===== src/rtl/snn_image_loader_if.sv =====
// Handshake/bus bundle between the image source, the classifier core and snn_image_loader.
// The loader itself connects through the slave modport.
interface snn_image_loader_if;
  logic [7:0] rx_data;
  logic       rx_valid;
  logic       rx_ready;
  logic       start;
  logic [9:0] addr_input_unit;
  logic       q_input;
  logic       done;
  logic [3:0] digit;
  logic [3:0] result;
  logic       result_valid;
  logic       result_ack;

  modport master (
    output rx_data, rx_valid, addr_input_unit, done, digit, result_ack,
    input  rx_ready, start, q_input, result, result_valid
  );

  modport slave (
    input  rx_data, rx_valid, addr_input_unit, done, digit, result_ack,
    output rx_ready, start, q_input, result, result_valid
  );
endinterface


===== src/rtl/snn_image_loader.sv =====
// Buffers one 784-pixel binary image (98 bytes), launches the classifier core and holds its result.
// Defining SNN_LOADER_TIMEOUT_EN adds a 16-bit RUN watchdog that reports 4'hF on expiry.
module snn_image_loader (
  input  logic              clk,
  input  logic              rst_n,
  snn_image_loader_if.slave bus
);
  localparam int         NUM_BYTES = 98;
  localparam logic [9:0] NUM_PIX   = 10'd784;
  localparam logic [6:0] LAST_BYTE = 7'd97;

  typedef enum logic [1:0] {LOAD, KICK, RUN, REPORT} state_t;

  state_t     state, state_nxt;
  logic [6:0] byte_cnt;
  logic [7:0] image [NUM_BYTES];
  logic       accept;
  logic       load_result;
  logic [3:0] result_nxt;
  logic       addr_ok;
  logic [6:0] rd_idx;
  logic [7:0] rd_byte;
  logic       pixel;
`ifdef SNN_LOADER_TIMEOUT_EN
  logic [15:0] wdog;
`endif

  // rx_ready is gated by rst_n so it reads 0 while reset is held
  always_comb begin
    state_nxt        = state;
    bus.rx_ready     = 1'b0;
    bus.start        = 1'b0;
    bus.result_valid = 1'b0;
    accept           = 1'b0;
    load_result      = 1'b0;
    result_nxt       = 4'h0;
    case (state)
      LOAD: begin
        bus.rx_ready = rst_n;
        accept       = rst_n && bus.rx_valid;
        if (accept && byte_cnt == LAST_BYTE) state_nxt = KICK;
      end
      KICK: begin
        bus.start = 1'b1;
        state_nxt = RUN;
      end
      RUN: begin
        if (bus.done) begin
          load_result = 1'b1;
          result_nxt  = bus.digit;
          state_nxt   = REPORT;
        end
`ifdef SNN_LOADER_TIMEOUT_EN
        else if (wdog == 16'hFFFF) begin
          load_result = 1'b1;
          result_nxt  = 4'hF;
          state_nxt   = REPORT;
        end
`endif
      end
      REPORT: begin
        bus.result_valid = 1'b1;
        if (bus.result_ack) state_nxt = LOAD;
      end
      default: state_nxt = LOAD;
    endcase
  end

  always_ff @(posedge clk or negedge rst_n) begin
    if (!rst_n) begin
      state      <= LOAD;
      byte_cnt   <= '0;
      bus.result <= 4'h0;
    end else begin
      state <= state_nxt;
      if (accept) byte_cnt <= (byte_cnt == LAST_BYTE) ? 7'd0 : byte_cnt + 7'd1;
      if (load_result) bus.result <= result_nxt;
    end
  end

`ifdef SNN_LOADER_TIMEOUT_EN
  always_ff @(posedge clk or negedge rst_n) begin
    if (!rst_n)              wdog <= '0;
    else if (state == KICK)  wdog <= '0;
    else if (state == RUN)   wdog <= wdog + 16'd1;
  end
`endif

  // Image storage is not reset; only accepted LOAD bytes write it
  always_ff @(posedge clk) begin
    if (accept) image[byte_cnt] <= bus.rx_data;
  end

  assign addr_ok = bus.addr_input_unit < NUM_PIX;
  assign rd_idx  = addr_ok ? bus.addr_input_unit[9:3] : 7'd0;
  assign rd_byte = image[rd_idx];
  assign pixel   = addr_ok && rd_byte[bus.addr_input_unit[2:0]];

  always_ff @(posedge clk or negedge rst_n) begin
    if (!rst_n) bus.q_input <= 1'b0;
    else        bus.q_input <= pixel;
  end
endmodule


===== src/flat_wrapper.sv =====
// flat-port wrapper written by rule: the top's interface ports become plain ports
module snn_image_loader_flat 
  (clk, rst_n, bus_rx_data, bus_rx_valid, bus_addr_input_unit, bus_done, bus_digit, bus_result_ack, bus_rx_ready, bus_start, bus_q_input, bus_result, bus_result_valid);
  snn_image_loader_if bus_i ();
  input  logic clk;
  input  logic rst_n;
  input wire logic [$bits(bus_i.rx_data)-1:0] bus_rx_data;
  input wire logic [$bits(bus_i.rx_valid)-1:0] bus_rx_valid;
  input wire logic [$bits(bus_i.addr_input_unit)-1:0] bus_addr_input_unit;
  input wire logic [$bits(bus_i.done)-1:0] bus_done;
  input wire logic [$bits(bus_i.digit)-1:0] bus_digit;
  input wire logic [$bits(bus_i.result_ack)-1:0] bus_result_ack;
  output wire logic [$bits(bus_i.rx_ready)-1:0] bus_rx_ready;
  output wire logic [$bits(bus_i.start)-1:0] bus_start;
  output wire logic [$bits(bus_i.q_input)-1:0] bus_q_input;
  output wire logic [$bits(bus_i.result)-1:0] bus_result;
  output wire logic [$bits(bus_i.result_valid)-1:0] bus_result_valid;
  assign bus_i.rx_data = bus_rx_data;
  assign bus_i.rx_valid = bus_rx_valid;
  assign bus_i.addr_input_unit = bus_addr_input_unit;
  assign bus_i.done = bus_done;
  assign bus_i.digit = bus_digit;
  assign bus_i.result_ack = bus_result_ack;
  assign bus_rx_ready = bus_i.rx_ready;
  assign bus_start = bus_i.start;
  assign bus_q_input = bus_i.q_input;
  assign bus_result = bus_i.result;
  assign bus_result_valid = bus_i.result_valid;
  snn_image_loader u_core (.clk(clk), .rst_n(rst_n), .bus(bus_i));
endmodule

===== config.mk =====
export PLATFORM = sky130hd
export DESIGN_NAME = snn_image_loader_flat
export DESIGN_NICKNAME = d
export VERILOG_FILES = /design/src/rtl/snn_image_loader_if.sv /design/src/rtl/snn_image_loader.sv /design/src/flat_wrapper.sv
export SDC_FILE = /design/constraint.sdc
export NUM_CORES = 1
export LEC_CHECK = 0
export CAP_MARGIN = 20
export CORE_ASPECT_RATIO = 1.5
export CORE_MARGIN = 2
export CORE_UTILIZATION = 55
export CTS_CLUSTER_DIAMETER = 40
export DETAILED_ROUTE_END_ITERATION = 16
export PLACE_DENSITY = 0.8
export SLEW_MARGIN = 20
export SYNTH_ARGS = -nofsm -noshare
export SYNTH_HDL_FRONTEND = slang
export SYNTH_SLANG_ARGS = --single-unit

===== constraint.sdc =====
create_clock -name clk -period 2 [get_ports clk]
set_input_delay 0.5 -clock clk [delete_from_list [all_inputs] [get_ports clk]]
set_output_delay 0.5 -clock clk [all_outputs]
set_load 0.02 [all_outputs]

# Word level (Yosys, flattened, before mapping)
# Memories as Yosys holds them, arrays and structs flattened.
# Cells that the tools add are included.
dict set report totals {
  register_bits 14
  latch_bits 0
  ram_bits 784
  romBits 0
  in_bits 27
  output_inout_bits 8
  wordCells 38
  n_memories 1
}
dict set report op_classes {
  add_sub_neg 1
  mul 0
  n_div 0
  n_lt_le_gt_ge 2
  n_eq_ne 7
  shift 0
  mux 18
  bitwise_logic 0
  n_reduce_logical 5
}
# memory depth word_bits rd rd_ports_with_merged_regs wr line_no
set memory_table {}
lappend memory_table {u_core.image 98 8 1 0 1 snn_image_loader.sv:16} ;# logic [7:0] image [NUM_BYTES];
# cell count
set ops {}
lappend ops {{$mux W7} 2}
lappend ops {{$lt A10 B10 Y1 const B} 1}
lappend ops {{$mux W1} 9}
lappend ops {{$mux W4} 2}
lappend ops {{$pmux W2 S4} 1}
lappend ops {{$add A7 B1 Y7 const B} 1}
lappend ops {{$eq A7 B7 Y1 const B} 1}
lappend ops {{$mux W2} 3}
lappend ops {{$eq A2 B2 Y1 const B} 2}
lappend ops {{$lt A3 B4 Y1 const B} 1}
lappend ops {{$ne A2 B2 Y1 const B} 2}
lappend ops {{$bmux W1 S3} 1}
lappend ops {{$logic_and A1 B1 Y1} 3}
lappend ops {{$reduce_and A3 Y1} 1}
lappend ops {{$eq A2 B1 Y1 const B} 1}
lappend ops {{$logic_not A2 Y1} 1}
lappend ops {{$ne A2 B1 Y1 const B} 1}

# Longest topological paths before layout
# Gate-level depths: netlist of the first run.
# An unclocked memory read counts as a cell.
dict set report depth {
  ltp_word 6
  mapped_depth 13
  depth_no_buf 9
}

# Least setup slack after synthesis of the first run
# Ideal clock, no wire load.
dict set report synth_timing {
  path_type {input to register}
  startpoint {in bus_addr_input_unit[7]}
  endpoint {reg u_core.bus.q_input}
  setup_time_ns 0.121
  arrival_ns 2.875
  required_ns 1.879
  path_slack_ns -0.996
  cell_stages 12
  path_buffers 3
  path_cell_list {buf_6 or4_4 buf_6 a21oi_4 buf_6 mux2_2 a21oi_1 o221a_2 o311ai_1 a221oi_1 o31ai_1 o22a_1}
}
dict set report synth_between {
  elab_chain_cells 6
}
# item line_no
set synth_lines {}
lappend synth_lines {{start, declared} flat_wrapper.sv:9} ;# input wire logic [$bits(bus_i.addr_input_unit)-1:0] bus_addr_input_unit;
lappend synth_lines {{$lt A10 B10 Y1} snn_image_loader.sv:94} ;# assign addr_ok = bus.addr_input_unit < NUM_PIX;
lappend synth_lines {{$mux W7} snn_image_loader.sv:95} ;# assign rd_idx = addr_ok ? bus.addr_input_unit[9:3] : 7'd0;
lappend synth_lines {{$mem_v2 Z98 W8} n/a}
lappend synth_lines {{$bmux W1 S3} snn_image_loader.sv:97} ;# assign pixel = addr_ok && rd_byte[bus.addr_input_unit[2:0]];
lappend synth_lines {{$mux W1 (not written as such)} snn_image_loader.sv:97}
lappend synth_lines {{$logic_and A1 B1 Y1 *} snn_image_loader.sv:97}
lappend synth_lines {{named net u_core.pixel} snn_image_loader.sv:23} ;# logic pixel;
lappend synth_lines {{end signal, assigned} snn_image_loader.sv:101} ;# else bus.q_input <= pixel;
lappend synth_lines {{end, declared} snn_image_loader_if.sv:23} ;# output rx_ready, start, q_input, result, result_valid
# The timed path passes the listed nets; every way through them passes the cells marked *. The select of a mux whose other input is x is not followed.
# A chain may end at the register's enable or synchronous reset.

# Final worst setup path of the first run
dict set report layout_timing {
  startpoint {in bus_addr_input_unit[6]}
  endpoint {reg u_core.bus.q_input}
}
# The elaborated chain is that of the path after synthesis.

==> run metrics, run 1 <==
number of enable-type register cells in the synthesized netlist 784; post-DP HPWL 68700 um; required time reported for the critical path endpoint about 2.6 ns; total negative slack -1.33 ns; die height 301 um; drt initial violations 2750; post-detailed-route wirelength per cell around 32 um; worst-skew pair later-pin latency roughly 0.64 ns; placer congestion estimate 1.01; Post-Syn Nets 2102; failing checks negative setup slack; Total Die Area 61000 um2; standard cell core area between 50000 and 60000 um2; Longest Clk Path Bufs 3; number of max-cap violations 0; root buffer cell sky130_fd_sc_hd__clkbuf_16; clock transition time at the flip-flop clock pins of the worst setup and hold paths 0.06 ns; primary flip-flop cell chosen by synthesis mapping sky130_fd_sc_hd__edfxtp_1; pwr dens 917 nW/um2; run status finished with violations; Non-Filler Instances 3296; leading post-synthesis cells by cell area sky130_fd_sc_hd__edfxtp_1 (73%), sky130_fd_sc_hd__mux4_2 (3.3%), sky130_fd_sc_hd__mux2i_1 (3.3%); Overall Global Routing Usage between 30% and 40%; data arrival at the endpoint of the critical path 3.23 ns; TritonCTS Buffers 77; period utilization 133%; origin of the worst setup path bus_addr_input_unit[6]; routed vias/inst ~6.6; fin nets roughly 2500; worst setup slack after placement -1.78 ns; number of distinct library cells after synthesis 73; vias in the first global route 21600; Worst slew margin 32.6%; leading post-synthesis cells by instance count sky130_fd_sc_hd__edfxtp_1 (784), sky130_fd_sc_hd__nand2_1 (182), sky130_fd_sc_hd__nor2_1 (155); R2R depth 9; hold_buf cts 0; Port Buffers 34; setup clock skew after layout about 0.016 ns; antenna fix cells 0; clock tree from TritonCTS done; Final Util ~69%; type of the worst setup path in2reg; classification of the worst-slack hold path in2reg; fraction of registers with async set or reset after synthesis 1.75%; worst setup path end u_core.bus.q_input; Final ANT Viol Nets 0; # setup viols final 43; reported leakage power around 14 nW; Initial DRT Pass Iterations 6; share of Yosys cell area claimed by the top area cell type 72.6%; Cell Area, Synth between 30000 and 40000 um2; unrepaired setup endpoints after global routing true; number of rows in the core area ~110; crit path max fanout 4; largest area contributor in the netlist sky130_fd_sc_hd__edfxtp_1; fraction of the yosys area taken by sequential cells 73.7%; starting utilization of the core area 55.3%; initial antenna violation count 0; f_max 0.375 GHz; number of top-level design ports 35; Seq cells post-synth 798; dominant cell by count in the synthesized netlist sky130_fd_sc_hd__edfxtp_1; Post-Place Cells roughly 3100; deepest level of the CTS H-tree 3; Area Overhead vs Synth 25.3%; synthesized instance count 2069; Congestion Overflow GR 0; vias about 22000; width of the die 202 um; type of destination of the critical path flip-flop; post-route setup slack -0.670 ns; largest net degree at the start of global routing 99; global-route wire length before repair 146000 um; TritonCTS sink count 798; endpoint of the lowest-slack register-to-register path u_core.bus.q_input; worst ir drop on vdd 0.792 mV; pin slew with the least headroom to its limit 1.01 ns; syn avg cell area 15.7 um2; hold violation total from the final report 0; Period minus WS final 2.67 ns; Critical Path Start Type input port; Final Max Tran Viols 0; fill cell total of the finished layout 3723; DRT Wirelength approximately 100000 um; worst r2r src u_core.image[78][6]; worst setup slack for register-to-register paths -0.52 ns; Residual DRC 0; proportion of layout cells with a drive suffix above 1 32.3%; total of warnings raised by yosys 0
[layout make-up]
| cell class | instances | area [um2] | area share (%) |
|---|---|---|---|
| Sequential cell | 798 | 23900 | 58.8 |
| Multi-Input combinational cell | 1127 | 8840 | 21.7 |
| Timing Repair Buffer | 442 | 4400 | 10.8 |
| Clock buffer | 86 | 2000 | 4.93 |
| Tap cell | 777 | 972 | 2.39 |
| Clock inverter | 53 | 498 | 1.22 |
| Inverter | 13 | 48.8 | 0.120 |
[flip-flops by register name, summed over array words and instances, names as in the netlist]
| signal | flops |
|---|---|
| u_core.image | 784 |
| u_core.byte_cnt | 7 |
| u_core.bus.result | 4 |
| u_core.state | 2 |
| u_core.bus.q_input | 1 |
[placed cells by master, fill, tap and decap left out, drive strengths merged, types with 39 or more instances in the layout]
| master | instances |
|---|---|
| a21oi | 115 |
| buf | 418 |
| clkbuf | 93 |
| edfxtp | 784 |
| mux2 | 59 |
| mux2i | 107 |
| mux4 | 48 |
| nand2 | 182 |
| nand3 | 39 |
| nor2 | 155 |
| o21ai | 104 |
[routing by layer]
layer / up-vias / GRT usage [%] / routed length (um)
met5: - / 0 / 0
met4: 0 / 24.6 / 9430
met3: 415 / 4.88 / 9250
met2: 1544 / 56.4 / 51000
met1: 10800 / 40.3 / 34700
li1: 8968 / - / -
[logic make-up (layout without fill, tap and decap cells)]
group                    after synthesis  in the layout  synth area share [%]
AND/OR/NAND/NOR                      440            440                  5.77
XOR/XNOR                               3              3                0.0810
adder cells (fa/ha/maj)                6              6                 0.231
flip-flops                           798            798                  73.7
AO/OA/AOI/OAI                        464            464                  9.50
multiplexers                         214            214                  8.68
buffers and inverters                144            594                  2.08
[per-stage QoR]
stage | total power, W | hold slack, ns | area [um2]
final | 0.0373 | 0.224 | 40700
after global routing | 0.0380 | 0.217 | 40700
after CTS | 0.0371 | 0.200 | 40200
after detailed placement | 0.0228 | 0.505 | 37400
after global placement | 0.0227 | 0.494 | 37400
after floorplan | 0.0206 | 0.204 | 33000
[power by group]
part           internal [W]  switching (W)
Sequential           0.0185       0.000120
Combinational       0.00151        0.00266
Clock               0.00812        0.00637
[worst max-delay path, stage by stage]
cell and delay, ns:
sky130_fd_sc_hd__buf_6 0.10, sky130_fd_sc_hd__or4_4 0.57, sky130_fd_sc_hd__a21oi_4 0.23, sky130_fd_sc_hd__buf_12 0.14, sky130_fd_sc_hd__buf_8 0.09, sky130_fd_sc_hd__buf_6 0.12, sky130_fd_sc_hd__nand2_1 0.07, sky130_fd_sc_hd__a311oi_1 0.51
sky130_fd_sc_hd__a21oi_2 0.12, sky130_fd_sc_hd__nor4_1 0.25, sky130_fd_sc_hd__o31ai_1 0.20, sky130_fd_sc_hd__a41oi_2 0.17, sky130_fd_sc_hd__o22a_1 0.15
[worst min-delay path by stage]
stage | depth (start not counted) | to | from
finish | 1 | u_core.image[30][3] | bus_rx_data[3]
global route | 1 | u_core.image[62][3] | bus_rx_data[3]
CTS | 1 | u_core.image[62][3] | bus_rx_data[3]
detailed placement | 1 | u_core.bus.result[2] | u_core.bus.result[2]
global placement | 1 | u_core.bus.result[2] | u_core.bus.result[2]
floorplan | 0 | u_core.bus.q_input | rst_n
[repair_timing]
action                                 CTS  global route
resized for setup                       82            74
pin swaps                               20            33
setup endpoints to repair              473           337
cloned                                   1             5
endpoints found under the hold margin    0             0
buffers inserted                        11             7
No activity file was read; power rests on OpenSTA's default activity.
==> run 2, diff against run 1 <==
--- a/config.mk
+++ b/config.mk
@@ -11,7 +11,8 @@
 export CORE_UTILIZATION = 55
 export CTS_CLUSTER_DIAMETER = 40
 export DETAILED_ROUTE_END_ITERATION = 16
-export PLACE_DENSITY = 0.8
+export MAX_ROUTING_LAYER = met4
+export PLACE_DENSITY = 0.71
 export SLEW_MARGIN = 20
 export SYNTH_ARGS = -nofsm -noshare
 export SYNTH_HDL_FRONTEND = slang
==> constraint.sdc (replaced) <==
create_clock -name clk -period 3 [get_ports clk]
set_input_delay 0.75 -clock clk [delete_from_list [all_inputs] [get_ports clk]]
set_output_delay 0.75 -clock clk [all_outputs]
set_load 0.02 [all_outputs]
==> run metrics, run 2 (synthesis gave the netlist of run 1 again) <==
post-DP HPWL 68300 um (-0.50%); initial antenna violation count 1 (+1); slowest library cell on the worst path sky130_fd_sc_hd__or4_4; post-route setup slack -0.0461 ns (+0.624 ns); f_max 0.328 GHz; busiest layer in global routing met2; number of top-level design ports 35 (unchanged); global-route wire length before repair 146000 um (-0.28%); standard cell core area 58600 um2 (unchanged); vias in the first global route 21500 (-0.17%); classification of the worst-slack hold path in2async; PnR Total Power 0.0251 W (-33%); TritonCTS sink count 798 (unchanged); crit path max fanout 6 (+2); failing checks negative setup slack; hold_buf cts 0 (unchanged); list of cells traversed by the critical path dlygate4sd2_1 > or4_4 > a21oi_4 > buf_6 > buf_6 > mux2i_1 > a221oi_1 > o31ai_1 > buf_4 > o211ai_1 > a32oi_1 > o31ai_1 > o22a_1; clock tree from TritonCTS done; met3 demand-to-capacity share in global routing 5.48% (+0.59 points); top library cells by usage in the layout, fill and taps aside sky130_fd_sc_hd__edfxtp_1 (784), sky130_fd_sc_hd__buf_4 (395), sky130_fd_sc_hd__nand2_1 (181), sky130_fd_sc_hd__nor2_1 (150), sky130_fd_sc_hd__a21oi_1 (110); worst hold slack after final layout 0.466 ns (+0.241 ns); worst ir drop on vdd 0.544 mV (-31%); placer congestion estimate 0.995 (-1.3%); met2 demand-to-capacity share in global routing 55.8% (-0.62 points); Initial DRT Pass Iterations 6 (unchanged); unrepaired setup endpoints after global routing true; vias 21500 (-1.4%); Critical Path Start Type input port; required time reported for the critical path endpoint 3.53 ns (+0.97 ns); period utilization 102%; type of the worst setup path in2reg; Area Overhead vs Synth 23.2%; pin slew with the least headroom to its limit 0.656 ns (-0.355 ns); number of rows in the core area 109 (unchanged); deepest level of the CTS H-tree 3 (unchanged); die height 301 um (unchanged); reported leakage power 13.9 nW (+0.61%); Crit path largest cell delay 0.58 ns (about the same); data arrival at the endpoint of the critical path 3.58 ns (+0.35 ns); setup clock skew after layout 0.0322 ns (+0.0164 ns); number of max-cap violations 0 (unchanged); worst setup slack for register-to-register paths 0.52 ns (+1.04 ns); hold violation total from the final report 0 (unchanged); Port Buffers 34 (unchanged); proportion of layout cells with a drive suffix above 1 28.8% (-3.5 points); Period minus WS final slightly above 3 ns; worst-skew pair later-pin latency 0.65 ns (about the same); most common cell after layout, fill and taps aside sky130_fd_sc_hd__edfxtp_1; # setup viols final 1 (-98%); largest registers in the final layout u_core.image (784), u_core.byte_cnt (7), u_core.bus.result (4); Congestion Overflow GR 0 (unchanged); Overall Global Routing Usage 34.9% (+1.1 points); fill cell total of the finished layout 3969 (+6.6%); R2R depth 9 (unchanged); Residual DRC 0 (unchanged); largest reg by FF count u_core.image; TritonCTS Buffers 80 (+3.9%); pwr dens 627 nW/um2 (-32%); Global Route met1 Usage 40.3% (about the same); routed vias/inst 6.44 (-2.4%); worst r2r src u_core.image[31][6]; starting utilization of the core area 55.3% (unchanged); type of destination of the critical path flip-flop; max reg flops 784 (unchanged); endpoint of the lowest-slack register-to-register path u_core.bus.q_input; Longest Clk Path Bufs 3 (unchanged); Post-Place Cells 3178 (+1.4%); worst setup slack after placement -1.12 ns (+0.656 ns); Total Die Area 61000 um2 (unchanged); post-detailed-route wirelength per cell 30.6 um (-3.3%); clock transition time at the flip-flop clock pins of the worst setup and hold paths 0.07 ns (about the same); width of the die 202 um (unchanged); root buffer cell sky130_fd_sc_hd__clkbuf_16; Final Max Tran Viols 0 (unchanged); Non-Filler Instances 3333 (+1.1%); Final Util 68.2% (-1.2 points); largest net degree at the start of global routing 99 (unchanged); fin nets 2528 (+1.4%); DRT Wirelength 102000 um (-2.2%); drt initial violations 2296 (-17%); Final ANT Viol Nets 0 (unchanged); run status finished with violations; Worst slew margin 56.2% (+24 points)
run 2: cell type report:
type,instances,area (um2),share of cell area (%)
repair buffers,475,4250,10.6
diodes,1,2.50,0.00626
inverters,13,48.8,0.122
multi-input cells,1127,8120,20.3
clock buffers,89,2120,5.31
well taps,777,972,2.43
clock inverters,53,559,1.40
flip-flops and latches,798,23900,59.8
run 2: timing repair:
action / in CTS / in global routing
setup buffers: 9 / 0
pin swaps: 16 / 2
gates resized for setup: 58 / 6
gates cloned: 3 / 0
endpoints found under the setup margin: 1 / 2
run 2: worst max path at each step:
stage,startpoint,end,slack (ns),cells past startpoint
final,bus_addr_input_unit[6],u_core.bus.q_input,-0.05,13
after global routing,bus_addr_input_unit[7],u_core.bus.q_input,-0.14,14
after CTS,bus_addr_input_unit[6],u_core.bus.q_input,0.006,12
after detailed placement,bus_addr_input_unit[4],u_core.bus.q_input,-1.12,14
after global placement,bus_addr_input_unit[9],u_core.bus.q_input,-1.15,14
after floorplan,bus_addr_input_unit[7],u_core.bus.q_input,-0.21,12
run 2: metrics by stage:
stage	TNS (ns)	area [um2]
global placement	-1.15	36800
detailed placement	-1.12	36800
CTS	0	39900
global route	-0.136	40000
finish	-0.0461	40000
floorplan	-0.213	32400
run 2: routing by layer:
layer  share of wire, %  wire, um
met2                 49     49700
met1                 35     35500
met3                8.0      8150
met5                  0         0
met4                8.5      8690
run 2: critical path: cells and delay by family:
kind | cells | cell delay [ns]
compound gates | 7 | 1.33
buf+inv | 4 | 0.73
simple gates | 1 | 0.58
mux | 1 | 0.18
run 2: report_power, final:
group          leakage [nW]  total, W  internal (W)  switching, W
Clock                  1.31    0.0102       0.00586       0.00433
Combinational          5.40   0.00246      0.000897       0.00156
Sequential             7.23    0.0124        0.0123     0.0000835
Total                  13.9    0.0251        0.0191       0.00598
